<file path="src/rtl/qdec_pkg.sv">
// rtl/qdec_pkg.sv - shared state encodings, step constants and Gray helpers for the quadrature decoder
package qdec_pkg;

    typedef enum logic [1:0] {
        S00 = 2'b00,
        S01 = 2'b01,
        S11 = 2'b11,
        S10 = 2'b10
    } qdec_state_t;

    localparam logic signed [2:0] STEP_SLOW = 3'sd1;
    localparam logic signed [2:0] STEP_FAST = 3'sd2;

    // Four single-bit moves in one direction make one detent.
    localparam logic signed [3:0] ACC_FULL = 4'sd4;

    function automatic qdec_state_t cw_next(input qdec_state_t s);
        case (s)
            S00:     cw_next = S01;
            S01:     cw_next = S11;
            S11:     cw_next = S10;
            default: cw_next = S00;
        endcase
    endfunction

    function automatic qdec_state_t ccw_next(input qdec_state_t s);
        case (s)
            S00:     ccw_next = S10;
            S10:     ccw_next = S11;
            S11:     ccw_next = S01;
            default: ccw_next = S00;
        endcase
    endfunction

endpackage

</file>
<file path="src/rtl/qdec_filter.sv">
// rtl/qdec_filter.sv - two-flop synchroniser plus stability filter for one encoder channel
module qdec_filter #(
    parameter int FILT_CYCLES = 4
) (
    input  logic clk,
    input  logic rst,
    input  logic din,
    output logic dout
);

    localparam int CW = (FILT_CYCLES > 1) ? $clog2(FILT_CYCLES + 1) : 1;
    localparam logic [CW-1:0] CNT_LAST = CW'(FILT_CYCLES - 1);

    logic          sync1;
    logic          sync2;
    logic [CW-1:0] cnt;

    // Bring the asynchronous pin into the clock domain.
    always_ff @(posedge clk) begin
        if (rst) begin
            sync1 <= 1'b0;
            sync2 <= 1'b0;
        end else begin
            sync1 <= din;
            sync2 <= sync1;
        end
    end

    // Accept a new level only after it has differed from the output for FILT_CYCLES samples in a row.
    always_ff @(posedge clk) begin
        if (rst) begin
            cnt  <= '0;
            dout <= 1'b0;
        end else if (sync2 == dout) begin
            cnt <= '0;
        end else if (cnt == CNT_LAST) begin
            dout <= sync2;
            cnt  <= '0;
        end else begin
            cnt <= cnt + 1'b1;
        end
    end

endmodule

</file>
<file path="src/rtl/quad_step_decoder.sv">
// rtl/quad_step_decoder.sv - quadrature encoder to up/dn detent pulses with speed-dependent step size
module quad_step_decoder
    import qdec_pkg::*;
#(
    parameter int FILT_CYCLES = 4,
    parameter int FAST_CYCLES = 1000
) (
    input  logic              clk,
    input  logic              rst,
    input  logic              enc_a,
    input  logic              enc_b,
    output logic              up,
    output logic              dn,
    output logic signed [2:0] b,
    output logic              err
);

    localparam int GW = $clog2(FAST_CYCLES + 1);
    localparam logic [GW-1:0] GAP_MAX = GW'(FAST_CYCLES);

    logic              filt_a;
    logic              filt_b;
    qdec_state_t       filt_state;
    qdec_state_t       state;
    qdec_state_t       state_nxt;
    logic signed [3:0] acc;
    logic signed [3:0] acc_nxt;
    logic [GW-1:0]     gap;
    logic [GW-1:0]     gap_nxt;
    logic signed [2:0] b_nxt;
    logic              up_nxt;
    logic              dn_nxt;
    logic              err_nxt;

    qdec_filter #(.FILT_CYCLES(FILT_CYCLES)) u_filt_a (
        .clk  (clk),
        .rst  (rst),
        .din  (enc_a),
        .dout (filt_a)
    );

    qdec_filter #(.FILT_CYCLES(FILT_CYCLES)) u_filt_b (
        .clk  (clk),
        .rst  (rst),
        .din  (enc_b),
        .dout (filt_b)
    );

    assign filt_state = qdec_state_t'({filt_a, filt_b});

    // State, accumulator, gap counter and registered outputs.
    always_ff @(posedge clk) begin
        if (rst) begin
            state <= S00;
            acc   <= '0;
            gap   <= GAP_MAX;
            b     <= STEP_SLOW;
            up    <= 1'b0;
            dn    <= 1'b0;
            err   <= 1'b0;
        end else begin
            state <= state_nxt;
            acc   <= acc_nxt;
            gap   <= gap_nxt;
            b     <= b_nxt;
            up    <= up_nxt;
            dn    <= dn_nxt;
            err   <= err_nxt;
        end
    end

    // Track the filtered Gray position, count moves, and emit a detent on return to 00.
    always_comb begin
        state_nxt = filt_state;
        acc_nxt   = acc;
        up_nxt    = 1'b0;
        dn_nxt    = 1'b0;
        err_nxt   = 1'b0;
        b_nxt     = b;
        gap_nxt   = (gap == GAP_MAX) ? gap : gap + 1'b1;

        if (filt_state != state) begin
            if (filt_state == cw_next(state)) begin
                acc_nxt = acc + 4'sd1;
            end else if (filt_state == ccw_next(state)) begin
                acc_nxt = acc - 4'sd1;
            end else begin
                err_nxt = 1'b1;
                acc_nxt = '0;
            end

            // Only a clean four-move run counts; half turns and reversals are dropped here.
            if (filt_state == S00) begin
                if (acc_nxt == ACC_FULL) begin
                    up_nxt = 1'b1;
                end else if (acc_nxt == -ACC_FULL) begin
                    dn_nxt = 1'b1;
                end
                acc_nxt = '0;
            end
        end

        if (up_nxt || dn_nxt) begin
            b_nxt   = (gap < GAP_MAX) ? STEP_FAST : STEP_SLOW;
            gap_nxt = '0;
        end
    end

endmodule

</file>
<file path="config.mk">
export PLATFORM = sky130hd
export DESIGN_NAME = quad_step_decoder
export DESIGN_NICKNAME = d
export VERILOG_FILES = /design/src/rtl/qdec_pkg.sv /design/src/rtl/qdec_filter.sv /design/src/rtl/quad_step_decoder.sv
export SDC_FILE = /design/constraint.sdc
export NUM_CORES = 1
export LEC_CHECK = 0
export BUFFER_PORTS_ARGS = -buffer_cell sky130_fd_sc_hd__clkbuf_2
export CORE_AREA = 2 2 44 86
export DETAILED_ROUTE_END_ITERATION = 7
export DIE_AREA = 0 0 46 88
export PLACE_DENSITY = 0.71
export SKIP_CTS_REPAIR_TIMING = 1
export SLEW_MARGIN = 20
export SYNTH_ARGS = -nofsm -noshare
export SYNTH_HDL_FRONTEND = slang
export SYNTH_SLANG_ARGS = --single-unit
export TNS_END_PERCENT = 30
</file>
<file path="constraint.sdc">
create_clock -name clk -period 2.8 [get_ports clk]
set_clock_uncertainty 0.15 [all_clocks]
set_input_delay 0.56 -clock clk [delete_from_list [all_inputs] [get_ports clk]]
set_output_delay 0.56 -clock clk [all_outputs]
set_load 0.005 [all_outputs]
</file>
# After elaboration in Yosys (flattened, before gate mapping)
# Index checks and enable logic that the tools add are counted.
[totals]
word_cells = 68
reg_bits = 34
[classes]
n_mux = 20
eq_ne = 14
add_sub_neg = 5
bitwise = 3
reduce_logical = 9
order_cmp = 1
[op_table]
columns = ["cell", "n"]
rows = [
  ["10-bit 2-to-1 mux", 2],
  ["4-bit 2-to-1 mux", 4],
  ["2-bit one-hot mux with 3 select lines", 2],
  ["10-bit by 1-bit adder with 10-bit output, second input constant", 1],
  ["10-bit == test, second input constant", 1],
  ["10-bit less-than comparator, second input constant", 1],
  ["3-bit OR reduction", 3],
  ["1-bit 2-to-1 mux", 8],
  ["2-bit 2-to-1 mux", 4],
  ["3-bit by 1-bit adder with 3-bit output, second input constant", 2],
  ["3-bit by 2-bit == test with 1-bit output, second input constant", 2],
  ["4-bit by 2-bit adder with 4-bit output, second input constant", 1],
  ["2-bit == test", 2],
  ["2-bit == test, second input constant", 2],
  ["4-bit by 3-bit == test with 1-bit output, second input constant", 1],
  ["4-bit == test, second input constant", 1],
  ["2-bit zero test", 2],
  ["2-bit AND reduction", 2],
  ["4-bit by 2-bit subtractor with 4-bit output, second input constant", 1],
  ["1-bit inverter", 3],
  ["1-bit == test", 2],
  ["2-bit by 1-bit == test with 1-bit output, second input constant", 1],
  ["2-bit by 1-bit inequality test with 1-bit output, second input constant", 1],
  ["2-bit inequality test", 1],
  ["other kinds (2)", 2],
]

# Depth between registers and ports, before layout
# Gate-level depths: netlist (run 1).
[logic_depth]
word_depth = 17
ltp_mapped = 9
depth_no_buf = 7

# Modules after synthesis
# A second synthesis (run 1) with hierarchy kept.
[unflattened]
cells_unflattened = 194
hier_area_um2 = 1750.4
[by_module_without_submodules]
columns = ["mod", "seq_area_each_um2", "area_per_inst_um2", "cells_each", "n_inst"]
rows = [
  ["quad_step_decoder", 420.4, 1327.5, 160, 1],
  ["qdec_filter", 120.1, 211.5, 17, 2],
]

# Least setup slack after synthesis (run 1)
# Ideal clock, no wire load.
[synth_timing]
path_type = "flip-flop to flip-flop"
startpoint = "reg acc[1]"
endpoint = "reg gap[3]"
n_path_buf = 2
setup_slack_ps = 378
arrival_ps = 2145
path_stages_with_launch = 8
period_less_slack_ps = 2422
cell_sequence = "dfxtp_1 clkbuf_1 inv_1 ha_1 or4_4 a2111oi_4 buf_6 o21ai_0"
[synth_between]
elab_chain_cells = 11
word_cells_on_any_way = 17
classes_between = "add/sub (2); eq/ne (3); mux (11); reduce/logical (1)"
[synth_rtl]
columns = ["item", "line_no", "source"]
rows = [
  ["from (decl)", "quad_step_decoder.sv:26", "logic signed [3:0] acc;"],
  ["from (signal assigned)", "quad_step_decoder.sv:63", "acc <= acc_nxt;"],
  ["4-bit by 2-bit subtractor with 4-bit output", "quad_step_decoder.sv:86", "acc_nxt = acc - 4'sd1;"],
  ["4-bit 2-to-1 mux", "quad_step_decoder.sv:85", "end else if (filt_state == ccw_next(state)) begin"],
  ["4-bit 2-to-1 mux (*)", "quad_step_decoder.sv:83", "if (filt_state == cw_next(state)) begin"],
  ["4-bit 2-to-1 mux (*)", "quad_step_decoder.sv:82", "if (filt_state != state) begin"],
  ["4-bit by 3-bit == test with 1-bit output", "quad_step_decoder.sv:96", "end else if (acc_nxt == -ACC_FULL) begin"],
  ["1-bit 2-to-1 mux", "quad_step_decoder.sv:96", ""],
  ["1-bit 2-to-1 mux", "quad_step_decoder.sv:94", "if (acc_nxt == ACC_FULL) begin"],
  ["1-bit 2-to-1 mux", "quad_step_decoder.sv:93", "if (filt_state == S00) begin"],
  ["1-bit 2-to-1 mux", "quad_step_decoder.sv:82", ""],
  ["1-bit logical OR (*)", "quad_step_decoder.sv:103", "if (up_nxt || dn_nxt) begin"],
  ["2-bit by 1-bit inequality test with 1-bit output (no line) / 10-bit 2-to-1 mux (equally long branches)", "--", ""],
  ["to (signal assigned)", "quad_step_decoder.sv:64", "gap <= gap_nxt;"],
  ["to (decl)", "quad_step_decoder.sv:28", "logic [GW-1:0] gap;"],
]
# Mark *: on every way between the ends. The rest lies on a longest branch, timed or not. The select of a mux whose other input is x is not followed.
# A chain may end at the register's enable or synchronous reset.

# Worst setup path after layout (run 1)
[layout_timing]
startpoint = "reg acc[1]"
endpoint = "reg dn"
[layout_between]
elab_chain_cells = 9
word_cells_on_any_way = 11
classes_between = "add/sub (2); eq/ne (2); mux (7)"
[layout_rtl]
columns = ["item", "line_no", "source"]
rows = [
  ["4-bit by 2-bit subtractor with 4-bit output", "quad_step_decoder.sv:86", ""],
  ["4-bit 2-to-1 mux", "quad_step_decoder.sv:85", ""],
  ["4-bit 2-to-1 mux (*)", "quad_step_decoder.sv:83", ""],
  ["4-bit 2-to-1 mux (*)", "quad_step_decoder.sv:82", ""],
  ["4-bit by 3-bit == test with 1-bit output", "quad_step_decoder.sv:96", ""],
  ["1-bit 2-to-1 mux", "quad_step_decoder.sv:96", ""],
  ["1-bit 2-to-1 mux (*)", "quad_step_decoder.sv:94", ""],
  ["1-bit 2-to-1 mux (*)", "quad_step_decoder.sv:93", ""],
  ["1-bit 2-to-1 mux (*)", "quad_step_decoder.sv:82", ""],
  ["to (signal assigned)", "quad_step_decoder.sv:67", "dn <= dn_nxt;"],
  ["to (decl)", "quad_step_decoder.sv:13", "output logic dn,"],
]
# Marked as above.

==> results of run 1 <==
## per-stage QoR
step	std cells	instance area, µm²
after detailed placement	237	1833
after CTS	245	1967
final	247	1982
after global placement	237	1833
after floorplan	207	1800
after global routing	247	1982
## metal layers
layer  share of wire [%]  vias up
li1                    -      731
met1                  33      716
met2                  61       41
met3                 3.1       12
met4                 2.7        0
met5                   0        -
## placed cells by master, fill, tap and decap left out, drive strengths merged, types with 5 or more instances in the layout
cell     n
nand3   10
xor2     8
a21oi    7
o21ai   10
buf      7
nor3     5
nor2b    7
ha       8
xnor2   10
clkbuf  13
inv     13
nand2   13
nor2    19
dfxtp   33
## critical path: cells and delay by family, from the launching register on
kind / cells / cell delay (ns)
flip-flops: 1 / 0.52
AND/OR/NAND/NOR: 3 / 0.69
buffers and inverters: 3 / 0.43
adder cells (fa/ha/maj): 1 / 0.35
AO/OA/AOI/OAI: 1 / 0.31
## worst paths after layout
check	to	cells past startpoint	from	slack [ns]
setup reg to reg	dn	8	acc[1]	0.29
hold / removal	u_filt_a.cnt[0]	1	u_filt_a.cnt[0]	0.27
hold reg to reg	u_filt_a.cnt[0]	1	u_filt_a.cnt[0]	0.27
setup / recovery	dn	8	acc[1]	0.29
## power by group
part,switching [mW],internal [mW]
Combinational,0.0186,0.0136
Clock,0.164,0.353
Sequential,0.00556,0.475
Total,0.188,0.842
## sequential cells by signal, indices dropped and copies added, names as in the netlist, 2 cells and up
name and flops:
gap 10, u_filt_a.cnt 3, acc 4, b 2
state 2, u_filt_b.cnt 3
## logic make-up (layout without fill, tap and decap cells)
kind of cell               after synthesis  count (layout)  share of synthesized area (%)
AOI/OAI and AO/OA                       40              40                          16.33
DFF                                     33              33                          36.69
muxes                                    5               5                          3.544
other                                    1               1                         0.2083
xor gates and xnor gates                18              18                          9.174
adders and majority gates                8               8                          5.560
buffers and inverters                   28              36                          7.435
and+or+nand+nor                         74              74                          21.06
## area by class of cell
| class | count | area (µm²) |
|---|---|---|
| inverters | 13 | 48.80 |
| flip-flops and latches | 33 | 660.6 |
| fillers | 327 | 1396 |
| multi-input cells | 146 | 1006 |
| repair buffers | 15 | 92.59 |
| well taps | 32 | 40.04 |
| clock buffers | 5 | 68.82 |
| clock inverters | 3 | 65.06 |
==> impl_results.md, run 1 <==
* Pin count of the biggest net entering global routing at 20
* Final max-slew violation count at 0
* Required @ worst endpoint at 2.87 ns
* CTS tree: built
* Initial core utilization at 53.30%
* Post-route minimum period at 2.513 ns
* Total power draw at around 1.0 mW
* GR Util met1 at between 10% and 20%
* Layout cells sized above 1 at 13.95%
* Final worst slack at 0.2868 ns
* Synth area leader: dfxtp_1
* Crit path launch type: flop
* Root Driver: clkbuf_8
* Hold_ws at 0.2748 ns
* Row count at 30
* Num ports at 10
* Post-DRT Antenna Nets at 0
* Yosys top cell area share at a little under two fifths
* Setup TNS Final at 0 ns
* Top post-synthesis cells by area: dfxtp_1, ha_1, xnor2_1, nor2_1, xor2_1
* YS warnings at 0
* Max Freq at 0.3979 GHz
* CP endpoint kind: flop
* DRC at 0
* Clk sinks at 33
* Crit path kind: flop to flop
* Routed WL per cell at 15.29 µm
* Most frequent cell after synthesis: dfxtp_1
* P_leak at between 0.7 and 0.8 nW
* Number of flops mapped to enable cells by yosys at 0
* Final-report setup violation count at 0
* Avg Vias per Cell at 6.073
* Cell Area, Synth at 1800 µm²
* CP arrival at 2.58 ns
* Max transition margin at 65.46%
* CP max stage cell: or4_4
* DP Wirelength at 2.833 mm
* Prevailing post-synth register cell: dfxtp_1
* Worst slack at placement at 0.1046 ns
* Post-layout nets at 226
* Die W at 46 µm
* H-tree depth at 2
* Longest Clk Path Bufs at 2
* Post-synth top cells: dfxtp_1, nor2_1, inv_1, nand2_1
* Initial antenna violation count at 0
* Top Usage Layer GRT: met2
* Grt ovf at 0
* Routed wire length at about 3.8 mm
* Sequential share of the synthesized area at 36.69%
* Worst slew pin tran at 0.5150 ns
* Vias in the first global route at 1481
* Distinct cells, synth at 49
* Post-synth ARST share at 0%
* Cells after Synth at 207
* Setup repair after global routing missed its margin: false
* Tcrit/Tclk final at 89.76%
* Skew-Pair Late Insertion Delay at 0.28 ns
* Core ar. at 3378 µm²
* Synth Area per Inst at about 8.7 µm²
* GRT Util Overall at approximately a fifth
* PD cells at 520.1 nW/µm²
* GR Util met3 at 3.299%
* # diodes at 0
* Worst hold path type: flop to flop
* Status: completed
* DR iter-0 viols at 63
* Placer congestion estimate at approximately 0.8
* Input/output buffers at 8
* Initial DRT Pass Iterations at 4
* Post-synth net total at 219
* Cell Chain, Critical Path: inv_1, ha_1, or4_4, a2111oi_4, buf_4, buf_4, nand2_1, nor2_1
* Area Overhead vs Synth at 10.08%
* Top cell by count, worst path: buf_4
* Die area at just over 4000 µm²
* CP Max Fanout at 11
* GRT met2 Usage at 40.66%
* Vias at 1500
* CTS Buf Count at 5
* Clk pin slew, worst setup/hold paths at 0.07 ns
* Final Core Density at 58.67%
* DIE HEIGHT at just under 90 µm
* Flops & latches, synth at 33
* Fin. Hold Viols at 0
* Max_cap viols at 0
* Max rail drop VDD at 419.1 µV
* CP peak stage delay at around 0.56 ns
* First-pass GRT wire length at between 6 and 7 mm
No activity file was read; power rests on OpenSTA's default activity.
==> run 2: changes to the inputs <==
- CORE_AREA: 2 2 44 86 -> 2 2 58 115
- DIE_AREA: 0 0 46 88 -> 0 0 60 117
- PLACE_DENSITY: 0.71 -> default
- REMOVE_ABC_BUFFERS: default -> 1
==> run 2 against run 1 <==
Final cell count rose by 22%; via count fell by 5.9%; global-route usage fell by 9.9 points; worst setup slack improved by 0.13 ns; final area rose by 3.9%; routed wire length fell by 11%; combinational power fell by 10%; fmax rose by 5.4%; critical path depth fell by 2; largest power group unchanged; die area rose by 73%.
==> impl_results.md, run 2 (same netlist as run 1, synthesis figures left out) <==
* Clk pin slew, worst setup/hold paths at 0.05 ns
* Initial antenna violation count at 0
* CTS Buf Count at 5
* DRC at 0
* CTS tree: built
* Max rail drop VDD at 286.2 µV
* Setup TNS Final at 0 ns
* Largest Register: gap
* Grt ovf at 0
* Root Driver: clkbuf_16
* PD cells at between 400 and 500 nW/µm²
* Reg2reg end: gap[9]
* Pin count of the biggest net entering global routing at 20
* Skew-Pair Late Insertion Delay at 0.28 ns
* Initial core utilization at 29.01%
* H-tree depth at 2
* Vias at 1411
* DR iter-0 viols at 35
* First-pass GRT wire length at slightly below 6 mm
* Setup repair after global routing missed its margin: false
* Fin. Hold Viols at 0
* Longest Clk Path Bufs at 2
* Post-DRT Antenna Nets at 0
* Top flop regs: gap (10), acc (4)
* Final instance area at roughly 2100 µm²
* Routed wire length at around 3.4 mm
* Clk sinks at 33
* Reg2reg start: acc[1]
* DP Wirelength at 2.454 mm
* GRT Util Overall at between 10% and 20%
* Max Freq at between 0.4 and 0.5 GHz
* Area Overhead vs Synth at 14.32%
* Max_cap viols at 0
* Core ar. at 6207 µm²
* Row count at 41
* Die W at roughly 60 µm
* Post-route minimum period at 2.383 ns
* Initial DRT Pass Iterations at 4
* Num ports at 10
* Post-layout nets at 226
* Worst r2r path cells at 6
* Final-report setup violation count at 0
* Worst slack at placement at 0.4175 ns
* Placer congestion estimate at 0.8633
* Final max-slew violation count at 0
* Multi-input gate area at 1006 µm²
* Hold Crit Endpoint: u_filt_b.cnt[0]
* CP arrival at 2.38 ns
* WHS Path Cells at 1
* Total power draw at 1.027 mW
* Crit path launch type: flop
* CP Max Fanout at 7
* Vias in the first global route at 1327
* Worst hold path type: flop to flop
* Die area at around 7000 µm²
* Sequential Area at about 660 µm²
* Commonest non-fill, non-tap cell in the layout: dfxtp_1
* Tcrit/Tclk final at 85.12%
* Routed WL per cell at about 11 µm
* CP endpoint kind: flop
* Final Core Density at between 30% and 40%
* Fillers at 669
* DIE HEIGHT at 117 µm
* HP Start: u_filt_b.cnt[0]
* Reg2reg setup slack at around 0.42 ns
* Crit path kind: flop to flop
* Dpl cell area at 1916 µm²
* Layout cells sized above 1 at between 10% and 20%
* Avg Vias per Cell at 4.688
* P_leak at 0.7609 nW
* Max reg flops at 10
* Final worst slack at roughly 0.42 ns
* Required @ worst endpoint at 2.80 ns
* Status: completed
* Input/output buffers at 8
* Most frequent cells in the layout: dfxtp_1, nor2_1, inv_1, nand2_1
* # diodes at 0
## run 2: changes by cell type in the layout (fill, tap and decap cells not counted)
cell,previous run,this run
clkbuf_8,5,0
bufinv_16,2,0
clkinvlp_4,0,1
clkinv_2,1,2
clkbuf_16,0,5
## run 2: cell type report
cell class	instances	area share [%]
multi-input cells	146	48.88
flip-flops and latches	33	32.10
clock buffers	5	6.079
well taps	86	5.228
repair buffers	15	4.498
inverters	13	2.371
clock inverters	3	0.8511
## run 2: where the power goes
| group | switching (mW) | internal, mW |
|---|---|---|
| registers | 0.00520 | 0.476 |
| logic | 0.0160 | 0.0129 |
| clock network | 0.192 | 0.325 |
## run 2: stage by stage
stage	instances	hold slack (ns)
CTS	301	0.2739
floorplan	192	0.2490
finish	301	0.2705
detailed placement	293	0.2667
global placement	293	0.2563
global route	301	0.3004
## run 2: how the worst max path moves through the flow
stage             startpoint      to  slack, ns  cells past startpoint
2_1_floorplan  u_filt_b.dout  gap[0]       0.29                      5
3_3_place_gp          acc[1]  gap[5]       0.47                      6
6_report              acc[1]  gap[9]       0.42                      6
3_5_place_dp          acc[1]  gap[3]       0.42                      6
5_1_grt               acc[1]  gap[9]       0.29                      6
4_1_cts               acc[1]  gap[9]       0.41                      6
## run 2: metal layers
layer	wire, µm	vias up	track usage (%)
met3	135	6	3.297
met5	0	-	0
met4	61	0	4.444
li1	-	723	-
met1	1623	656	14.40
met2	1531	26	16.23
## run 2: critical path: stages, from the launching register on
cell and delay, ns:
dfxtp_1 0.34, inv_1 0.06, ha_1 0.33, or4_4 0.57, a2111oi_4 0.51, buf_4 0.21, o21ai_0 0.08
==> run 3: changes to the inputs <==
- CORE_AREA: 2 2 58 115 -> 2 2 84 78
- DIE_AREA: 0 0 60 117 -> 0 0 86 80
- SYNTH_HIERARCHICAL: default -> 1
- clock period: 2.8 -> 2.2 ns (I/O delays scaled with it)
==> run 3 against run 2 <==
Fmax rose by 15%; power rose by 25%; combinational power rose by 130%; largest power group is now registers.
==> impl_results.md, run 3 <==
* Cell Area, Synth at between 1500 and 2000 µm²
* CP endpoint kind: flop
* Most frequent cells in the layout: dfxtp_1, xnor2_1, nor3_1
* Flops & latches, synth at 33
* Final-report setup violation count at 0
* Post-synthesis compound-gate area fraction at 11.79%
* Skew-Pair Late Insertion Delay at 0.29 ns
* Vias at 1391
* Sequential share of the synthesized area at between 30% and 40%
* DP Wirelength at 2.530 mm
* Max rail drop VDD at between 400 and 500 µV
* Root Driver: clkbuf_8
* Num ports at 10
* Post-layout nets at 218
* CTS tree: built
* Post-Synth XOR/XNOR Area at 10.01%
* Area Overhead vs Synth at 14.94%
* WHS Path Cells at 2
* Placer congestion estimate at 0.7994
* # diodes at 0
* Cells after Synth at 194
* Largest Register: gap
* Post-synth ARST share at 0%
* Grt ovf at 0
* Status: completed
* CP Max Fanout at 11
* Hold Crit Endpoint: u_filt_a/sync1
* Initial core utilization at 29.27%
* Max reg flops at 10
* Die area at 6880 µm²
* GRT Util Overall at 11.18%
* Top post-synthesis cells by area: dfxtp_1, xnor2_1, ha_1, nor3_1, mux2i_1
* Final max-slew violation count at 0
* Commonest non-fill, non-tap cell in the layout: dfxtp_1
* H-tree depth at 2
* First-pass GRT wire length at 5.996 mm
* Setup TNS Final at 0 ns
* Layout cells sized above 1 at 16.43%
* Yosys top cell area share at about 38%
* DRC at 0
* Max transition margin at 64.28%
* Final instance area at 2012 µm²
* Clk pin slew, worst setup/hold paths at 0.07 ns
* Prevailing post-synth register cell: dfxtp_1
* Reg2reg setup slack at 0.12 ns
* P_leak at 0.7643 nW
* Worst hold path type: input pin to flop
* Core ar. at between 5000 and 6000 µm²
* Synth area leader: dfxtp_1
* HP Start: enc_a
* Mux share of post-synthesis cell area at approximately 4.1%
* DR iter-0 viols at a little over 90
* Post-DRT Antenna Nets at 0
* Largest family of logic cells by synthesized area: simple AND/OR/NAND/NOR gates
* Simple-gate share of the synthesized area at 23.87%
* Distinct cells, synth at 45
* Input/output buffers at 8
* Worst r2r path cells at 4
* Die W at 86 µm
* Tcrit/Tclk final at 94.38%
* Routed WL per cell at 12.82 µm
* Row count at 27
* Max Freq at between 0.4 and 0.5 GHz
* Initial antenna violation count at 0
* Clk sinks at 33
* Vias in the first global route at roughly 1300
* Max_cap viols at 0
* Initial DRT Pass Iterations at 4
* Number of flops mapped to enable cells by yosys at 0
* Dpl cell area at 1883 µm²
* Post-route minimum period at about 2.1 ns
* Worst slew pin tran at around 0.53 ns
* DIE HEIGHT at 80 µm
* Most frequent cell after synthesis: dfxtp_1
* Reg2reg start: state[0]
* Fin. Hold Viols at 0
* Synth Area per Inst at 9.023 µm²
* Avg Vias per Cell at 4.986
* Crit path launch type: flop
* Required @ worst endpoint at 2.24 ns
* Routed wire length at 3.578 mm
* Pin count of the biggest net entering global routing at 18
* Reg2reg end: dn
* Crit path kind: flop to flop
* Setup repair after global routing missed its margin: false
* PD cells at around 640 nW/µm²
* Post-Synth Adder-Cell Area at 5.718%
* YS warnings at 6
* CP arrival at 2.11 ns
* Top flop regs: gap (10), acc (4)
* CTS Buf Count at 5
* Post-synth top cells: dfxtp_1, nor3_1, xnor2_1
* Longest Clk Path Bufs at 2
run 3: per-layer routing:
layer	global-route usage [%]	wire length [µm]	vias up	share of wire, %
met5	0	0	-	0
met4	1.746	0	0	0
met3	4.550	150	0	4.2
met2	16.43	1560	20	44
met1	15.51	1867	662	52
li1	-	-	709	-
run 3: power breakdown:
part,internal (mW),switching (mW),leakage [nW]
Sequential,0.609,0.0116,0.268
Combinational,0.0317,0.0346,0.439
Clock,0.368,0.225,0.0574
Total,1.01,0.272,0.764
run 3: worst max path at each step:
stage                     startpoint  endpoint  slack, ns  depth (start not counted)
after floorplan               acc[0]      b[1]       0.23                          6
after global placement        acc[0]    gap[3]       0.12                          7
after detailed placement      acc[0]    gap[8]       0.05                          7
after CTS                     acc[0]    gap[8]       0.05                          7
after global routing          acc[1]    gap[8]       0.02                          7
final                       state[0]        dn       0.12                          4
run 3: final cells by class:
| class | instances | area (µm²) |
|---|---|---|
| clock buffers | 6 | 82.58 |
| clock inverters | 2 | 37.54 |
| fillers | 610 | 3968 |
| inverters | 13 | 48.80 |
| multi-input cells | 136 | 983.4 |
| flip-flops and latches | 33 | 661.9 |
| well taps | 72 | 90.09 |
| repair buffers | 17 | 107.6 |
run 3: metrics by stage:
stage                     util, %  total power, mW  std cells  setup WS [ns]  hold slack, ns
after detailed placement    31.49           0.7030        271        0.05456          0.2756
after floorplan                 -           0.6783        182         0.2328          0.2537
after global placement      31.49           0.6993        271         0.1221          0.2663
after global routing        33.65            1.338        279        0.01581          0.2096
final                       33.65            1.280        279         0.1237          0.2094
after CTS                   33.50            1.294        279        0.04633          0.2081
run 3: worst max-delay path, stage by stage, from the launching register on:
cell and delay (ns):
dfxtp_1 0.45, xnor2_1 0.52, nor2_1 0.12, mux4_2 0.52, and3_1 0.20
run 3: kinds of logic after synthesis:
family	Yosys count
buffers and inverters	25
adder cells (fa/ha/maj)	8
multiplexers	6
XOR/XNOR	20
other	1
AO/OA/AOI/OAI	29
AND/OR/NAND/NOR	72
flip-flops	33
